### src/rtl/uart_status_fifo.sv
// UART receive FIFO with sticky error flags, TX-buffer occupancy and a maskable registered interrupt.
// Sits between the UART RX/TX datapaths and the CPU register interface.
module uart_status_fifo #(
    parameter int unsigned DATA_W = 8,
    parameter int unsigned DEPTH  = 4,
    parameter int unsigned THRESH = DEPTH / 2
) (
    input  logic                         clk,
    input  logic                         arst,
    input  logic                         rxMvDatEn,
    input  logic [DATA_W-1:0]            rxDat,
    input  logic                         setPErr,
    input  logic                         setFErr,
    input  logic                         rxBRegCe,
    input  logic                         txBRegCe,
    input  logic                         txMvDatEn,
    input  logic                         sRegCe,
    input  logic                         ieWe,
    input  logic [3:0]                   ieDat,
    output logic [DATA_W-1:0]            rxDatOut,
    output logic [$clog2(DEPTH+1)-1:0]   rxCount,
    output logic [7:0]                   stat,
    output logic [3:0]                   ie,
    output logic                         irq
);

    localparam int unsigned PTR_W = $clog2(DEPTH);
    localparam int unsigned CNT_W = $clog2(DEPTH + 1);

    logic [DATA_W-1:0] mem [DEPTH];

    logic [PTR_W-1:0] wr_ptr, wr_ptr_nx;
    logic [PTR_W-1:0] rd_ptr, rd_ptr_nx;
    logic [CNT_W-1:0] count, count_nx;
    logic             o_err, o_err_nx;
    logic             p_err, p_err_nx;
    logic             f_err, f_err_nx;
    logic             tx_empty, tx_empty_nx;
    logic [3:0]       ie_nx;
    logic             irq_nx;

    logic rx_full, rx_empty, rx_thresh, do_push, do_pop;

    // Occupancy-derived status and accepted push/pop qualification
    always_comb begin
        rx_full   = (count == CNT_W'(DEPTH));
        rx_empty  = (count == '0);
        rx_thresh = (count >= CNT_W'(THRESH));
        do_pop    = rxBRegCe && !rx_empty;
        // A pop in the same cycle frees the slot, so a full FIFO still accepts the word
        do_push   = rxMvDatEn && (!rx_full || do_pop);
    end

    // Next-state logic
    always_comb begin
        wr_ptr_nx   = wr_ptr;
        rd_ptr_nx   = rd_ptr;
        count_nx    = count;
        o_err_nx    = o_err && !sRegCe;
        p_err_nx    = p_err && !sRegCe;
        f_err_nx    = f_err && !sRegCe;
        tx_empty_nx = tx_empty;
        ie_nx       = ie;
        irq_nx      = 1'b0;

        if (do_push) begin
            wr_ptr_nx = wr_ptr + PTR_W'(1);
        end
        if (do_pop) begin
            rd_ptr_nx = rd_ptr + PTR_W'(1);
        end
        case ({do_push, do_pop})
            2'b10:   count_nx = count + CNT_W'(1);
            2'b01:   count_nx = count - CNT_W'(1);
            default: count_nx = count;
        endcase

        // Setting a sticky flag takes priority over a same-cycle status read
        if (rxMvDatEn && !do_push) o_err_nx = 1'b1;
        if (do_push && setPErr)    p_err_nx = 1'b1;
        if (do_push && setFErr)    f_err_nx = 1'b1;

        if (txBRegCe) begin
            tx_empty_nx = 1'b0;
        end else if (txMvDatEn) begin
            tx_empty_nx = 1'b1;
        end

        if (ieWe) begin
            ie_nx = ieDat;
        end

        irq_nx = |(ie & {tx_empty, (o_err | p_err | f_err), rx_thresh, !rx_empty});
    end

    // State registers
    always_ff @(posedge clk or posedge arst) begin
        if (arst) begin
            wr_ptr   <= '0;
            rd_ptr   <= '0;
            count    <= '0;
            o_err    <= 1'b0;
            p_err    <= 1'b0;
            f_err    <= 1'b0;
            tx_empty <= 1'b1;
            ie       <= '0;
            irq      <= 1'b0;
        end else begin
            wr_ptr   <= wr_ptr_nx;
            rd_ptr   <= rd_ptr_nx;
            count    <= count_nx;
            o_err    <= o_err_nx;
            p_err    <= p_err_nx;
            f_err    <= f_err_nx;
            tx_empty <= tx_empty_nx;
            ie       <= ie_nx;
            irq      <= irq_nx;
        end
    end

    // Storage array, intentionally not reset
    always_ff @(posedge clk) begin
        if (do_push) begin
            mem[wr_ptr] <= rxDat;
        end
    end

    assign rxDatOut = mem[rd_ptr];
    assign rxCount  = count;
    assign stat     = {1'b0, rx_full, tx_empty, rx_thresh, f_err, p_err, o_err, !rx_empty};

endmodule
### config.mk
export PLATFORM = sky130hd
export DESIGN_NAME = uart_status_fifo
export DESIGN_NICKNAME = d
export VERILOG_FILES = /design/src/rtl/uart_status_fifo.sv
export SDC_FILE = /design/constraint.sdc
export NUM_CORES = 1
export LEC_CHECK = 0
export CAP_MARGIN = 5
export CORE_ASPECT_RATIO = 0.8
export CORE_UTILIZATION = 40
export DETAILED_ROUTE_END_ITERATION = 6
export HOLD_SLACK_MARGIN = 0.08
export PLACE_DENSITY = 0.66
export REMOVE_ABC_BUFFERS = 1
export SETUP_SLACK_MARGIN = 0.05
export SLEW_MARGIN = 20
export SYNTH_ARGS = -nofsm -noshare
export SYNTH_HDL_FRONTEND = slang
export SYNTH_SLANG_ARGS = --single-unit
### constraint.sdc
create_clock -name clk -period 2.6 [get_ports clk]
set_clock_uncertainty 0.05 [all_clocks]
set_input_delay 0.39 -clock clk [delete_from_list [all_inputs] [get_ports clk]]
set_output_delay 0.39 -clock clk [all_outputs]
set_load 0.01 [all_outputs]
# Word-level counts from Yosys, hierarchy flattened
# Memories as Yosys holds them, arrays and structs flattened.
# Index checks and enable logic that the tools add are counted.
# op_classes
muxes	8
n_lt_le_gt_ge	1
n_addsub	4
n_reduce_logical	17
bitwise_logic	3
n_eq_ne	3
# ops
op	count
1-bit logical AND	8
1-bit 2-to-1 mux	7
3-bit one-hot mux with 2 select lines	1
2-bit by 1-bit adder with 2-bit output, second input constant	2
4-bit bitwise AND	1
1-bit logical NOT	4
2-bit nonzero test	2
4-bit OR reduction	1
3-bit by 1-bit adder with 3-bit output, second input constant	1
3-bit equality test, second input constant	1
3-bit by 2-bit >= comparator with 1-bit output, second input constant	1
3-bit logical NOT	1
3-bit by 1-bit subtractor with 3-bit output, second input constant	1
2-bit by 1-bit equality test with 1-bit output, second input constant	1
2-bit equality test, second input constant	1
1-bit OR	2
1-bit logical OR	1
# totals
word_cells	46
out_inout_bits	24
ram_bits	32
regBits	16
n_memories	1
# memory_table
memory	depth	word_bits	read_ports	rd_clocked_by_memory_dff	write_ports	line_no	rtl
mem	4	8	1	0	1	30	logic [DATA_W-1:0] mem [DEPTH];

# Longest topological paths before layout
# Gate-level depths: netlist (run 1).
# logic_depth
ltp_word	8
mapped_depth	8

# Least setup slack after synthesis (run 1)
# OpenSTA, ideal clock, no wires.
# synth_path
path_type	reg2reg
startpoint	reg count[0], in the netlist rxCount[0]
endpoint	reg count[1], in the netlist rxCount[1]
stages_incl_launch_ff	9
path_buffers	0
t_required_ns	2.422
arrival_ns	1.789
setup_ns	0.128
period_less_slack_ns	1.967
path_slack_ns	0.633
cell_sequence	dfrtp_1 > nor3_1 > inv_1 > nand2_1 > or2_2 > fa_1 > inv_1 > o21ai_0 > o31ai_1
# synth_between
elab_chain_len	7
word_cells_on_any_way	13
classes_between	add/sub (2); eq/ne (3); mux (1); reduce/logical (7)
# synth_rtl
item	line_no	rtl
start: declaration	34	logic [CNT_W-1:0] count, count_nx;
start signal: assignment	111	count <= count_nx;
3-bit logical NOT (*)	47	rx_empty = (count == '0);
1-bit logical NOT (*)	n/a	
via stat[0]	22	output logic [7:0] stat,
1-bit logical AND (*)	49	do_pop = rxBRegCe && !rx_empty;
1-bit logical OR	51	do_push = rxMvDatEn && (!rx_full || do_pop);
1-bit logical AND	51	
2-bit by 1-bit equality test with 1-bit output / 2-bit equality test (equally long branches)	72	case ({do_push, do_pop})
3-bit one-hot mux with 2 select lines / 2-bit nonzero test (equally long branches)	n/a	
# Mark *: on every way through the listed nets, which the timed path passes. The rest lies on a longest branch.
# A chain may end at the register's enable or synchronous reset.

# Final worst setup path (run 1)
# layout_path
startpoint	reg rd_ptr[0]
endpoint	out rxDatOut[7]
# layout_between
elab_chain_len	1
# layout_rtl
item	line_no	rtl
start: declaration	33	logic [PTR_W-1:0] rd_ptr, rd_ptr_nx;
start signal: assignment	110	rd_ptr <= rd_ptr_nx;
memory read 4 x 8 bit	n/a	
end: declaration	20	output logic [DATA_W-1:0] rxDatOut,
# Every way passes these cells.

==> flow_summary.toml, run 1 <==
[cts]
cts_inserted_buffers = 5
clock_latency_ns = 0.29
cts.sinks = 48
post_cts_resized = 0
cts_tree = "yes"
clk_pin_slew_ns = 0.09
postCtsSetupBuffers = 0
holdBufCountCts = 0
ctsLongestPathBuffers = 2
cts-htree-levels = 2
cts-root-buf = "clkbuf_8"

[worst_setup_path]
reg2reg_to = "rxCount[1]"
r2r_cells = 8
cp_max_fo = 6
arrival_ns = 1.85
r2r_start = "rxCount[0]"
cp.buffers_inverters = 2
cp_slowest_stage_delay_ns = 0.52
required_ns = 2.16
cp_num_cells = 3
critPathTopFamily = "buffers and inverters"
path_class = "flip-flop to primary output"
cp-end-kind = "primary output"
r2r_slack_ns = 0.51
cp_slowest_cell = "mux4_2"
worstSetupStartpointType = "flip-flop"
path_cells = "buf_4 > mux4_2 > clkdlybuf4s50_1"

[cells_and_area]
antenna_cells = 0
syn2layout_area_growth_pct = 26.5
drive_gt1_frac = 0.191
nets = 199
fillers = 432
regArea_mm2 = 0.00136
multiInputGateArea_um2 = 601

[drt]
dr.first_iter.drc_count = 89
antenna_left = 0
vias = 1139
drt_wl_total_mm = 3.72
avgRoutedWirePerCell_um = 15.8
viasPerCell = 4.85
first_pass_iters = 6
drc = 2

[logic_synthesis]
synthCells = 128
ys_types = 37
yosysWarningCount = 0
yosys.area.top_type = "edfxtp_1"
syn-cell-area_mm2 = 0.00207
yosysSeqAreaShare = 0.657
synthTopCellsByArea = "edfxtp_1, dfrtp_1, mux4_2, buf_4, ha_1"
synth_top_area_share = 0.463
synth-seq-cells = 48
async_flop_share = 0.333
synth.avg_cell_area_um2 = 16.2
synth_edf_count = 32
ys.flop_type = "edfxtp_1"

[status]
violations = "design-rule violations"
status = "complete, but fails checks"

[global_route]
grt_use_total = 0.149
grt_pass1_wl_mm = 5.77
gr-total-overflow = 0
grt_pass1_vias = 1169
grt_max_degree = 17
antenna_found_initial = 0

[floorplanning]
ios = 46
dieWidth_um = 82.5
placementRows = 23
coreArea_mm2 = 0.00501
die_area_mm2 = 0.00548
dieHeight_um = 66.4
start_util = 0.414

[sta]
worst_pin_slew_ns = 0.652
finalSetupViolations = 0
period_share = 0.882
post-route-min-period_ns = 2.29
whs_ns = 0.428
hold_viol_final = 0
slew_violations = 0
tns_ns = 0
relSlewSlack = 0.565
rsz0062_at_grt = "false"
max_freq_ghz = 0.436

[min_path]
hold_path.class = "primary input to asynchronous set/reset pin"

[job]
maxCapViolations = 0

[power_and_ir_drop]
ir_drop_mv = 0.327
leakagePower_nw = 0.973
pwr_density_cell_mw_per_mm2 = 982

[placement]
gp_congestion = 0.776
portBuffers = 44
dp_hpwl_mm = 2.71
## cell usage in the layout (no fill, tap or decap), types with 2 or more instances in the layout
master	count
clkdlybuf4s50_1	44
edfxtp_1	32
dfrtp_1	15
inv_1	9
mux4_2	8
nor2_1	5
clkbuf_8	5
xnor2_1	4
mux2_2	4
and2_2	4
ha_1	4
buf_4	4
a21oi_1	3
nand2_1	2
o21ai_0	2
or2_2	2
a22o_2	2
nand3b_1	2
o211ai_1	2
clkbuf_1	2
## area by class of cell
type,count,area share
well taps,62,0.0296
inverters,9,0.0129
multi-input cells,60,0.229
flip-flops and latches,48,0.519
clock buffers,7,0.0291
clock inverters,1,0.00143
repair buffers,48,0.179
## cells by family after synthesis
family,count (synthesis),synth area share
xor+xnor,5,0.0211
other cells,1,0.00181
flops,48,0.657
compound gates,16,0.0603
mux,13,0.116
fa+ha+maj,5,0.0338
simple gates,20,0.0567
buf+inv,20,0.0537
## Yosys cell counts, types with 2 or more instances
master,number
buf_2,2
ha_1,4
dfrtp_1,15
nor2_1,5
edfxtp_1,32
a21oi_1,3
mux4_2,8
xnor2_1,4
inv_1,9
buf_4,7
and2_2,4
nand3b_1,2
or2_2,2
nand2_1,2
o21ai_0,2
o211ai_1,2
mux2_2,4
a22o_2,2
## flip-flops by register name, summed over array words and instances, names as in the netlist
register  cells
irq           1
tx_empty      1
p_err         1
f_err         1
rd_ptr        2
rxCount       3
o_err         1
wr_ptr        2
ie            4
mem          32
## through the flow
step	worst slack (ns)	instances	util	power [W]	area, um^2
final	0.307	235	0.524	0.00258	2630
after global routing	0.232	235	0.524	0.00273	2630
after CTS	0.278	235	0.524	0.00261	2630
after detailed placement	0.395	227	0.508	0.00220	2540
after global placement	0.439	227	0.508	0.00216	2540
after floorplan	0.633	117	-	0.00169	2000
## layer usage
layer	routed length, um	share of wire	global-route usage
met1	1710	0.46	0.194
met2	1870	0.50	0.238
met3	87	0.023	0.0331
met4	53	0.014	0.0647
met5	0	0	0
## power breakdown
| part | switching, W | total, W | internal, W |
|---|---|---|---|
| clock network | 0.000231 | 0.000419 | 0.000188 |
| registers | 0.000134 | 0.00114 | 0.00100 |
| logic | 0.000426 | 0.00102 | 0.000596 |
| total | 0.000790 | 0.00258 | 0.00179 |
## worst max-delay path by stage
stage,endpoint,slack [ns],from
after global placement,rxCount[1],0.44,rxBRegCe
after floorplan,rxCount[1],0.63,rxCount[0]
after global routing,rxDatOut[6],0.23,rd_ptr[0]
after CTS,rxDatOut[6],0.28,rd_ptr[0]
after detailed placement,rxCount[1],0.40,rxBRegCe
final,rxDatOut[7],0.31,rd_ptr[0]
(Power assumes the default switching activity.)
==> inputs of run 2 (changes only) <==
Clock period 2.6 ns to 2.2 ns, I/O delays scaled along.
==> run 2 against run 1 <==
Against the previous run: the flow still finishes with violations (design-rule violations); count of clock-buffer cells in the layout down 2; hold slack got worse by 0.071 ns; routed wire length is 2.1% higher; via count up 1.9%.
==> flow_summary.toml, run 2 (synthesized netlist as in run 1, its figures left out) <==
[sta]
post-route-min-period_ns = 2.04
period_share = 0.926
max_freq_ghz = 0.491
relSlewSlack = 0.578
finalSetupViolations = 0
hold_viol_final = 0
tns_ns = 0
rsz0062_at_grt = "false"
worst_pin_slew_ns = 0.633
slew_violations = 0

[worst_setup_path]
worstSetupStartpointType = "flip-flop"
cp-end-kind = "primary output"
arrival_ns = 1.66
cp_max_fo = 10
r2r_slack_ns = 0.23
reg2reg_to = "rxCount[1]"
required_ns = 1.82
path_class = "flip-flop to primary output"
r2r_start = "rxCount[1]"
r2r_cells = 8

[status]
violations = "design-rule violations"
status = "complete, but fails checks"

[drt]
drc = 2
antenna_left = 0
first_pass_iters = 7
viasPerCell = 4.90
dr.first_iter.drc_count = 62
avgRoutedWirePerCell_um = 16.0
drt_wl_total_mm = 3.80
vias = 1161

[global_route]
grt_pass1_wl_mm = 6.08
grt_max_degree = 17
antenna_found_initial = 0
grt_pass1_vias = 1187
grt_use_total = 0.159
gr-total-overflow = 0

[cts]
cts-htree-levels = 2
clock_latency_ns = 0.30
cts.sinks = 48
cts_tree = "yes"
ctsLongestPathBuffers = 2
cts_inserted_buffers = 5
clk_pin_slew_ns = 0.09
cts-root-buf = "clkbuf_8"

[floorplanning]
start_util = 0.414
ios = 46
dieHeight_um = 66.4
dieWidth_um = 82.5
placementRows = 23
coreArea_mm2 = 0.00501
die_area_mm2 = 0.00548

[power_and_ir_drop]
ir_drop_mv = 0.488
leakagePower_nw = 1.03
pwr_density_cell_mw_per_mm2 = 1190

[job]
maxCapViolations = 0

[placement]
gp_congestion = 0.782
placedInstanceArea_mm2 = 0.00256
portBuffers = 44
dp_hpwl_mm = 2.72
dp.cells = 227

[cells_and_area]
drive_gt1_frac = 0.234
layout.cells.non_filler = 237
antenna_cells = 0
top_register = "mem"
nets = 201
fin_util = 0.536
largest_register_ffs = 32
syn2layout_area_growth_pct = 29.4
final_cell_mix = "clkdlybuf4s50_1, edfxtp_1, dfrtp_1"
final_common_cell = "clkdlybuf4s50_1"
design_area_mm2 = 0.00268

[min_path]
hold_path.class = "primary input to asynchronous set/reset pin"
## run 2: cell types whose count changed in the layout (fill, tap and decap cells not counted), sizes merged
cell	previous run	this run
dlymetal6s2s	0	1
buf	4	6
clkdlybuf4s50	44	35
bufinv	0	1
clkbuf	7	5
dlygate4sd2	0	8
clkinvlp	0	1
## run 2: layer usage
metal	routed length, um	global-route usage	up-vias
met2	1950	0.247	18
met5	0	0	-
li1	-	-	549
met3	75	0.0331	5
met4	53	0.0582	0
met1	1720	0.219	589
## run 2: what timing repair did
action / CTS / global route
pin swaps: 0 / 0
hold buffers: 0 / 0
setup buffers: 1 / 1
resized for setup: 10 / 2
endpoints found under the setup margin: 9 / 2
## run 2: where the power goes
part / internal, W / total [W] / switching, W
Sequential: 0.00119 / 0.00133 / 0.000143
Clock: 0.000336 / 0.000623 / 0.000287
Combinational: 0.000687 / 0.00123 / 0.000546
## run 2: how the worst max path moves through the flow
stage	from	to
finish	rd_ptr[0]	rxDatOut[5]
global route	rd_ptr[0]	rxDatOut[5]
CTS	rxCount[2]	stat[6]
detailed placement	rxBRegCe	rxCount[1]
global placement	rxBRegCe	rxCount[1]
floorplan	rxCount[0]	rxCount[1]
## run 2: area by class of cell
type                       count  area [um^2]
timing repair buffer          50          490
sequential                    48         1370
inverter                       9         33.8
fill                         424         2320
tap                           62         77.6
clock inverter                 3         42.5
multi-input combinational     60          606
clock buffer                   5         68.8
## run 2: metrics by stage
| step | hold WS [ns] | setup slack [ns] | total power (W) |
|---|---|---|---|
| floorplan | 0.193 | 0.233 | 0.00200 |
| finish | 0.357 | 0.164 | 0.00319 |
| CTS | 0.374 | 0.0635 | 0.00321 |
| global route | 0.406 | 0.105 | 0.00339 |
| global placement | 0.459 | 0.107 | 0.00259 |
| detailed placement | 0.460 | 0.0163 | 0.00264 |
## run 2: worst max-delay path, cell delays in order (launching register included)
cell and delay (ns):
dfrtp_1 0.38, buf_12 0.16, mux4_2 0.51, dlygate4sd2_1 0.30
==> inputs of run 3 (changes only) <==
Settings changed: CORE_UTILIZATION 40 to 50, PLACE_DENSITY 0.66 to 0.79.
==> run 3 against run 2 <==
Against the previous run: the flow now finishes without violations; routed wire length fell by 0.79%; utilization rose by 16 points; first-iteration DRC count rose by 68%; cell area rose by 0.84%; via count rose by 2.3%; sequential cell count did not move; sequential share of layout area fell by 0.33 points; cell count fell by 1.7%; non-clock buffer count rose by 3; critical path type unchanged; critical endpoint is now rxDatOut[3]; highest routed layer unchanged.
==> flow_summary.toml, run 3 (synthesized netlist as in run 1, its figures left out) <==
[global_route]
grt_pass1_vias = 1221
gr-total-overflow = 0
grt_max_degree = 17
grt_use_total = 0.191
antenna_found_initial = 0
grt_pass1_wl_mm = 5.98

[cts]
cts.sinks = 48
cts-htree-levels = 2
cts-root-buf = "clkbuf_8"
ctsLongestPathBuffers = 2
clock_latency_ns = 0.29
cts_inserted_buffers = 5
clk_pin_slew_ns = 0.08
cts_tree = "yes"

[worst_setup_path]
path_class = "flip-flop to primary output"
cp.buffers_inverters = 3
cp_slowest_stage_delay_ns = 0.50
crit_start = "rd_ptr[0]"
cp_slowest_cell = "mux4_2"
arrival_ns = 1.70
worstSetupStartpointType = "flip-flop"
path_cells = "buf_6 > buf_12 > mux4_2 > dlygate4sd2_1"
r2r_start = "rxCount[1]"
cp_max_fo = 6
required_ns = 1.82
critPathTopFamily = "buffers and inverters"
cp-end-kind = "primary output"

[status]
status = "finished, final reports clean"

[drt]
first_pass_iters = 4
drc = 0
drt_wl_total_mm = 3.77
vias = 1188
avgRoutedWirePerCell_um = 16.2
viasPerCell = 5.10
antenna_left = 0
dr.first_iter.drc_count = 104

[placement]
gp_congestion = 0.760
dp.cells = 220
placedInstanceArea_mm2 = 0.00254
dp_worst_setup_slack_ns = 0.0126
dp_hpwl_mm = 2.66
portBuffers = 44

[floorplanning]
dieHeight_um = 59.6
placementRows = 20
dieWidth_um = 74.0
die_area_mm2 = 0.00441
coreArea_mm2 = 0.00388
start_util = 0.535
ios = 46

[sta]
max_freq_ghz = 0.480
slew_violations = 0
hold_viol_final = 0
tns_ns = 0
timing.final.ws_setup_ns = 0.117
worst_pin_slew_ns = 0.655
rsz0062_at_grt = "false"
finalSetupViolations = 0
period_share = 0.947
post-route-min-period_ns = 2.08
relSlewSlack = 0.563

[cells_and_area]
largest_register_ffs = 32
drive_gt1_frac = 0.247
layout.cells.non_filler = 233
final_common_cell = "clkdlybuf4s50_1"
design_area_mm2 = 0.00271
top_register = "mem"
antenna_cells = 0
nets = 204
fillers = 275
final_cell_mix = "clkdlybuf4s50_1, edfxtp_1, dfrtp_1"
syn2layout_area_growth_pct = 30.5
fin_util = 0.698

[power_and_ir_drop]
pwr_density_cell_mw_per_mm2 = 1190
leakagePower_nw = 1.06
ir_drop_mv = 0.710

[min_path]
hold_path.class = "primary input to asynchronous set/reset pin"

[job]
maxCapViolations = 0
## run 3: worst paths after layout
path	end	slack [ns]	depth (start not counted)
max in group asynchronous	rxCount[1]	1.26	2
hold reg to reg	o_err	0.49	1
setup / recovery	rxDatOut[3]	0.12	4
setup reg to reg	rxCount[1]	0.19	8
min in group clk	o_err	0.49	1
hold / removal	ie[0]	0.38	2
## run 3: through the flow
| step | power (W) | hold WS (ns) |
|---|---|---|
| floorplan | 0.00200 | 0.193 |
| global placement | 0.00253 | 0.454 |
| detailed placement | 0.00259 | 0.462 |
| CTS | 0.00326 | 0.414 |
| global route | 0.00342 | 0.433 |
| finish | 0.00323 | 0.378 |
## run 3: layout make-up
class	count	area [um^2]	area share
timing repair buffer	53	528	0.195
tap	55	68.8	0.0254
clock inverter	2	35.0	0.0129
clock buffer	6	72.6	0.0268
multi-input combinational	60	601	0.222
sequential	48	1370	0.505
inverter	9	33.8	0.0125
## run 3: worst reg2reg max path: cells and delay by family (launching register included)
| family | cells | cell delay, ns |
|---|---|---|
| and+or+nand+nor | 3 | 0.47 |
| AOI/OAI and AO/OA | 2 | 0.28 |
| buffers and inverters | 2 | 0.15 |
| adders and majority gates | 1 | 0.51 |
| DFF | 1 | 0.43 |
## run 3: metal layers
layer | vias to the layer above | wire length, um | part of all wire | track usage
li1 | 556 | - | - | -
met1 | 611 | 1740 | 0.46 | 0.270
met2 | 19 | 1900 | 0.50 | 0.294
met3 | 2 | 104 | 0.028 | 0.0493
met4 | 0 | 27 | 0.0072 | 0.0577
met5 | - | 0 | 0 | 0
## run 3: power breakdown
| group | internal [W] | total (W) | switching [W] |
|---|---|---|---|
| combinational | 0.000738 | 0.00129 | 0.000550 |
| sequential | 0.00119 | 0.00134 | 0.000142 |
| clock | 0.000337 | 0.000610 | 0.000273 |
## run 3: repair_timing
item | CTS | global route
hold buffers | 0 | 0
cloned | 0 | 0
endpoints found under the setup margin | 9 | 4
buffers inserted | 4 | 1
resized for setup | 10 | 4
